File: config.mk
export PLATFORM = sky130hd
export DESIGN_NAME = bin_to_bcd
export DESIGN_NICKNAME = d
export VERILOG_FILES = /design/src/rtl/bin_to_bcd_pkg.sv /design/src/rtl/bcd_add3.sv /design/src/rtl/bin_to_bcd.sv
export SDC_FILE = /design/constraint.sdc
export NUM_CORES = 1
export LEC_CHECK = 0
export BUFFER_PORTS_ARGS = -buffer_cell sky130_fd_sc_hd__buf_2
export CAP_MARGIN = 5
export CORE_ASPECT_RATIO = 1.25
export CORE_UTILIZATION = 30
export DETAILED_ROUTE_END_ITERATION = 8
export SYNTH_ARGS = -nofsm -noshare
export SYNTH_HDL_FRONTEND = slang
export SYNTH_SLANG_ARGS = --single-unit
export TNS_END_PERCENT = 5
File: constraint.sdc
create_clock -name clk -period 2 [get_ports clk]
set_input_delay 0.4 -clock clk [delete_from_list [all_inputs] [get_ports clk]]
set_output_delay 0.4 -clock clk [all_outputs]
set_load 0.005 [all_outputs]
File: src/rtl/bin_to_bcd_pkg.sv
// Shared types and constants for the bin_to_bcd shift-and-add-3 converter.
package bin_to_bcd_pkg;

  typedef enum logic [1:0] {
    IDLE  = 2'd0,
    SHIFT = 2'd1,
    DONE  = 2'd2
  } state_t;

  localparam logic [3:0] BCD_NINE = 4'b1001;

  // Largest value representable in the given number of decimal digits.
  function automatic int unsigned bcd_max_value(input int unsigned digits);
    int unsigned p;
    p = 1;
    for (int unsigned i = 0; i < digits; i++) begin
      p = p * 10;
    end
    return p - 1;
  endfunction

endpackage

File: src/rtl/bcd_add3.sv
// One double-dabble correction cell: digits of 5 or more get +3 before the shift.
module bcd_add3 (
  input  logic [3:0] value,
  output logic [3:0] adjusted
);

  assign adjusted = (value >= 4'd5) ? (value + 4'd3) : value;

endmodule

File: src/rtl/bin_to_bcd.sv
// Sequential binary-to-BCD converter, one input bit per clock, start/busy/done handshake.
// Optional build macro BIN_TO_BCD_SAT_EN: saturate bcd to all nines on overflow.
module bin_to_bcd
  import bin_to_bcd_pkg::*;
#(
  parameter int WIDTH  = 14,
  parameter int DIGITS = 4
) (
  input  logic                  clk,
  input  logic                  reset_n,
  input  logic                  start,
  input  logic [WIDTH-1:0]      bin,
  output logic                  busy,
  output logic                  done,
  output logic [4*DIGITS-1:0]   bcd,
  output logic                  overflow
);

  localparam int BCD_W = 4 * DIGITS;
  localparam int CW    = (WIDTH > 1) ? $clog2(WIDTH) : 1;
  localparam logic [CW-1:0] LAST_COUNT = CW'(WIDTH - 1);
  localparam int unsigned   MAX_BIN    = bcd_max_value(DIGITS);
  localparam logic [WIDTH-1:0] MAX_VAL = MAX_BIN[WIDTH-1:0];

  state_t             state_q;
  state_t             state_d;
  logic [WIDTH-1:0]   shift_q;
  logic [BCD_W-1:0]   work_q;
  logic [CW-1:0]      count_q;
  logic               ovf_pending_q;
  logic [BCD_W-1:0]   bcd_q;
  logic               overflow_q;

  logic [BCD_W-1:0]   work_adj;
  logic [BCD_W-1:0]   work_shifted;
  logic [BCD_W-1:0]   result;
  logic               last_shift;

  for (genvar d = 0; d < DIGITS; d++) begin : g_add3
    bcd_add3 u_add3 (
      .value    (work_q[4*d +: 4]),
      .adjusted (work_adj[4*d +: 4])
    );
  end

  // The carry out of the top digit falls off here, leaving bin mod 10^DIGITS.
  assign work_shifted = {work_adj[BCD_W-2:0], shift_q[WIDTH-1]};

`ifdef BIN_TO_BCD_SAT_EN
  assign result = ovf_pending_q ? {DIGITS{BCD_NINE}} : work_shifted;
`else
  assign result = work_shifted;
`endif

  always_comb begin
    state_d    = state_q;
    busy       = 1'b0;
    done       = 1'b0;
    last_shift = 1'b0;
    case (state_q)
      IDLE: begin
        if (start) state_d = SHIFT;
      end
      SHIFT: begin
        busy = 1'b1;
        if (count_q == LAST_COUNT) begin
          last_shift = 1'b1;
          state_d    = DONE;
        end
      end
      DONE: begin
        done    = 1'b1;
        state_d = IDLE;
      end
      default: state_d = IDLE;
    endcase
  end

  // Output registers load on the edge entering DONE so they change together with done.
  always_ff @(posedge clk) begin
    if (!reset_n) begin
      state_q       <= IDLE;
      shift_q       <= '0;
      work_q        <= '0;
      count_q       <= '0;
      ovf_pending_q <= 1'b0;
      bcd_q         <= '0;
      overflow_q    <= 1'b0;
    end else begin
      state_q <= state_d;
      case (state_q)
        IDLE: begin
          if (start) begin
            shift_q       <= bin;
            work_q        <= '0;
            count_q       <= '0;
            ovf_pending_q <= (bin > MAX_VAL);
          end
        end
        SHIFT: begin
          shift_q <= {shift_q[WIDTH-2:0], 1'b0};
          work_q  <= work_shifted;
          count_q <= count_q + CW'(1);
          if (last_shift) begin
            bcd_q      <= result;
            overflow_q <= ovf_pending_q;
          end
        end
        default: ;
      endcase
    end
  end

  assign bcd      = bcd_q;
  assign overflow = overflow_q;

endmodule

======== Word level (Yosys, flattened, before mapping) ========
Index checks and enable logic that the tools add are counted.
cells by class
  $add $sub $neg .......................... 5
  magnitude comparators ................... 5
  equal/unequal tests ..................... 5
  mux-type cells .......................... 17
  reductions and logical operators ........ 6
operators with widths
  operator                                                                              number
  16-bit one-hot mux with 2 select lines                                                1
  14-bit one-hot mux with 2 select lines                                                1
  4-bit by 3-bit greater-or-equal comparator with 1-bit output (second input constant)  4
  16-bit two-way mux                                                                    1
  4-bit two-way mux                                                                     4
  14-bit > comparator (second input constant)                                           1
  14-bit two-way mux                                                                    1
  4-bit by 2-bit adder with 4-bit output (second input constant)                        3
  4-bit one-hot mux with 2 select lines                                                 1
  2-bit AND reduction                                                                   4
  4-bit by 1-bit adder with 4-bit output (second input constant)                        1
  4-bit == test (second input constant)                                                 1
  1-bit two-way mux                                                                     4
  2-bit two-way mux                                                                     2
  2-bit != test (second input constant)                                                 2
  2-bit one-hot mux with 2 select lines                                                 1
  3-bit by 2-bit adder with 3-bit output (second input constant)                        1
  3-bit two-way mux                                                                     1
  2-bit by 1-bit == test with 1-bit output (second input constant)                      1
  2-bit == test (second input constant)                                                 1
  2-bit logical NOT                                                                     1
  2-bit nonzero test                                                                    1
word-level totals
  register bits after elaboration ......... 54
  input port bits ......................... 17
  output and inout bits ................... 19
  word-level logic and storage cells ...... 45

======== Depth between registers and ports, before layout ========
  depth after elaboration ................. 4
  gate-level depth with buffers ........... 7
  depth with buffers taken out ............ 6

======== Cells and area by module ========
Synthesis repeated with hierarchy kept, for this count alone.
second synthesis, totals
  cell total of the unflattened synthesis .. 281
  area total of the unflattened synthesis .. 2,549.9 um^2
modules (own cells, without submodules)
  module      times used  cells an instance  area an instance (um^2)
  bin_to_bcd  1           217                2,144.6
  bcd_add3    4           16                 101.3

======== Worst setup path before layout ========
OpenSTA, ideal clock, no wires.
  path type ............................... reg2reg
  start ................................... register work_q[8]
  end ..................................... register bcd_q[10] (netlist: bcd[10])
  arrival ................................. 1,374 ps
  required time ........................... 1,925 ps
  path slack .............................. 551 ps
  cell stages (with the launch flop) ...... 7
  buffers on the path ..................... 0
  path through ............................ dfxtp_1 inv_1 ha_1 nand2b_1 a21oi_1 mux2_2 o22ai_1
on the way
  word-level cells in the longest chain between the ends .. 2
ends and longest elaborated chain
  what                                                                                                                           line               text
  from (decl)                                                                                                                    bin_to_bcd.sv:28   logic [BCD_W-1:0] work_q;
  from (signal assigned)                                                                                                         bin_to_bcd.sv:102  work_q <= work_shifted;
  4-bit by 2-bit adder with 4-bit output / 4-bit by 3-bit greater-or-equal comparator with 1-bit output (equally long branches)  bcd_add3.sv:7      assign adjusted = (value >= 4'd5) ? (value + 4'd3) : value;
  4-bit two-way mux (*)                                                                                                          bcd_add3.sv:7
  to (signal assigned)                                                                                                           bin_to_bcd.sv:105  bcd_q <= result;
  to (decl)                                                                                                                      bin_to_bcd.sv:31   logic [BCD_W-1:0] bcd_q;
Mark *: on every way between the ends. The rest lies on a longest branch, timed or not.
A chain may end at the register's enable or synchronous reset.

======== Worst setup path in the final report ========
  start ................................... register state_q[1]
  end ..................................... output busy
on the way
  word-level cells in the longest chain between the ends .. 2
ends and longest elaborated chain
  what                                      line              text
  from (decl)                               bin_to_bcd.sv:25  state_t state_q;
  from (signal assigned)                    bin_to_bcd.sv:90  state_q <= state_d;
  2-bit by 1-bit == test with 1-bit output  bin_to_bcd.sv:60  case (state_q)
  1-bit two-way mux                         bin_to_bcd.sv:60
  to (decl)                                 bin_to_bcd.sv:13  output logic busy,
No other way between the ends.

==> results.yml <==
run_status:
  outcome: "completed"
clock_network:
  path_clk_slew_ns: 0.10
  cts_tree: "yes"
  cts.path.max_buffers: 2
  numCtsBuffers: 5
  clock-root-buffer: "clkbuf_8"
  cts.repair.resized: 0
  htree_num_levels: 2
  clock_sinks: 54
  ctsHoldBuffers: 0
  clock_latency_ns: 0.31
  cts_setup_buffers: 0
power_and_ir_drop:
  power_leakage_nw: 1.10
  powerDensity_nw_per_um2: 698
  vdd_ir_drop_max_mv: 0.506
critical_path:
  ff2ff_path_depth: 6
  critical_path_class: "reg2out"
  cp.arrival_ns: 1.27
  worst-path-buf-inv: 2
  crit_family: "buffers and inverters"
  cp_max_fo: 12
  max_stage_delay_ns: 0.38
  crit_cells: 3
  path_cells: "nand2b_1, clkinv_2, buf_2"
  startpoint_type: "flop"
  cp_slowest_cell: "dfxtp_1"
  end_kind: "output port"
  worstPathRequired_ns: 1.60
timing:
  fin_crit_ns: 1.67
  hold_violations: 0
  grt_setup_unrepaired: "false"
  setup-tns-final_ns: 0
  post-route-period-util_pct: 83.4
  setup-violations-final: 0
  drv_slew: 0
  fmax_mhz: 599
  fin_skew_ns: 0.00701
  slew_headroom_pct: 73.8
  max_slew.worst_pin.slew_ns: 0.392
detailed_routing:
  via_per_inst: 4.97
  wl_per_cell_um: 13.0
  vias: 1996
  routed_wl_um: 5210
  first_iter_violations: 86
  route.detailed.drc: 0
  postRouteAntennaNets: 0
  dr.pass1.iters: 4
die:
  start_util_pct: 31.3
  ios: 36
  die_w_um: 83.1
  core_area_um2: 7880
  rows: 36
  die_h_um: 103
  dieArea_um2: 8590
yosys:
  yosys.area_share.simple_pct: 19.6
  postSynthCellCount: 274
  synth_top_family_by_area: "compound AO/OA/AOI/OAI gates"
  syn_area_um2: 2470
  synth_compound_area_share_pct: 21.0
  syn_area_per_cell_um2: 9.00
  synthTopCellsByCount: "dfxtp_1, nand2_1, nor2_1"
  synth_seq_cells: 54
  ys_seq_area_share_pct: 43.8
  synth-edff-count: 0
  yosys_most_used_dff: "dfxtp_1"
  yosysMostFrequentCell: "dfxtp_1"
  ys_warn_count: 0
  synth_cell_types: 41
  synth_xor_xnor_area_share_pct: 1.42
  synth_top_area_share_pct: 43.8
  synthArstFlopShare_pct: 0
  synth_nets: 301
  synth_mux_area_share_pct: 2.64
  yosys-top-cells-area: "dfxtp_1, ha_1, nand2_1"
  synth_top_area_cell: "dfxtp_1"
  synth_fa_ha_area_share_pct: 5.07
global_route:
  grt_pass1_vias: 1949
  grt_usage_pct: 13.5
  antenna_found_initial: 0
  grt_max_degree: 23
  grt.overflow.total: 0
  grt_pass1_wl_um: 9200
placed_design:
  io_buffer_count: 35
  post-dp-hpwl_um: 3790
  placed_cell_area_um2: 2690
  gp_congestion: 0.758
worst_hold_path:
  worstHoldPathType: "in2reg"
  holdPathStages: 3
finish:
  layout-drive-gt1-share_pct: 20.8
  area_delta_synth_final_pct: 12.7
  n_antenna_cell: 0
  final_area_um2: 2780
  finalNetCount: 333
job:
  maxCapViolCount: 0
==> logic make-up (layout without fill, tap and decap cells) <==
group,Yosys count,after routing
and+or+nand+nor,99,99
AOI/OAI and AO/OA,74,74
DFF,54,54
buffers and inverters,27,60
adders and majority gates,10,10
muxes,6,6
xor gates and xnor gates,4,4
==> layer usage <==
metal | GRT usage, % | part of all wire (%)
met3 | 3.73 | 3.6
met1 | 15.6 | 46
met2 | 24.1 | 50
met5 | 0 | 0
met4 | 4.77 | 0.84
==> where the power goes <==
| part | switching [W] | internal, W |
|---|---|---|
| Combinational | 0.000111 | 0.0000699 |
| Clock | 0.000349 | 0.000280 |
| Sequential | 0.0000226 | 0.00111 |
| Total | 0.000482 | 0.00146 |
==> area by class of cell <==
| class | instances | area, µm² |
|---|---|---|
| Clock buffer | 7 | 86.3 |
| Tap cell | 95 | 119 |
| Inverter | 11 | 42.5 |
| Multi-Input combinational cell | 193 | 1230 |
| Timing Repair Buffer | 41 | 220 |
| Clock inverter | 1 | 5.00 |
| Sequential cell | 54 | 1080 |
| Fill cell | 818 | 5100 |
==> final timing paths <==
kind	from	slack (ns)	endpoint
max	state_q[1]$_SDFFE_PN0P_	0.33	busy
min reg2reg	work_q[13]$_SDFFE_PN0P_	0.46	work_q[13]$_SDFFE_PN0P_
min	bin[0]	0.35	shift_q[0]$_SDFFE_PN0P_
max reg2reg	work_q[8]$_SDFFE_PN0P_	0.38	bcd[10]$_SDFFE_PN0P_
==> metrics by stage <==
step | hold WS, ns | setup WS (ns) | utilization [%] | std cells | power [W]
4_1_cts | 0.341 | 0.294 | 35.3 | 402 | 0.00197
3_5_place_dp | 0.450 | 0.350 | 34.1 | 394 | 0.00134
3_3_place_gp | 0.437 | 0.398 | 34.1 | 394 | 0.00134
2_1_floorplan | 0.427 | 0.551 | - | 274 | 0.00130
5_1_grt | 0.361 | 0.196 | 35.3 | 402 | 0.00204
6_report | 0.355 | 0.331 | 35.3 | 402 | 0.00194
==> placed cells by master (no fill, tap or decap), types with 2 or more instances in the layout <==
master and n:
o21ai_0 14, o221ai_1 5, buf_2 35, nor2b_1 5, nor2_1 27, nand2_1 30, a21oi_1 16, clkbuf_8 6
mux2i_1 2, nand3_1 11, o211a_1 4, nand2b_1 5, nor3b_1 8, xnor2_1 4, nor3_1 4, buf_4 6
clkinv_2 2, a21boi_0 7, inv_1 10, ha_1 10, o22ai_1 8, o21ai_1 9, mux2_2 4, o221ai_2 7
dfxtp_1 54
==> tightest hold or removal path, delay by kind of cell <==
kind	cells	cell delay, ns
buffers and inverters	1	0.10
AND/OR/NAND/NOR	1	0.05
AO/OA/AOI/OAI	1	0.07
==> registers in the layout, indices dropped and copies added, names as in the netlist <==
name,flops
bcd,16
count_q,4
overflow,1
ovf_pending_q,1
shift_q,14
state_q,2
work_q,16
Power figures use the tool's default switching activity.
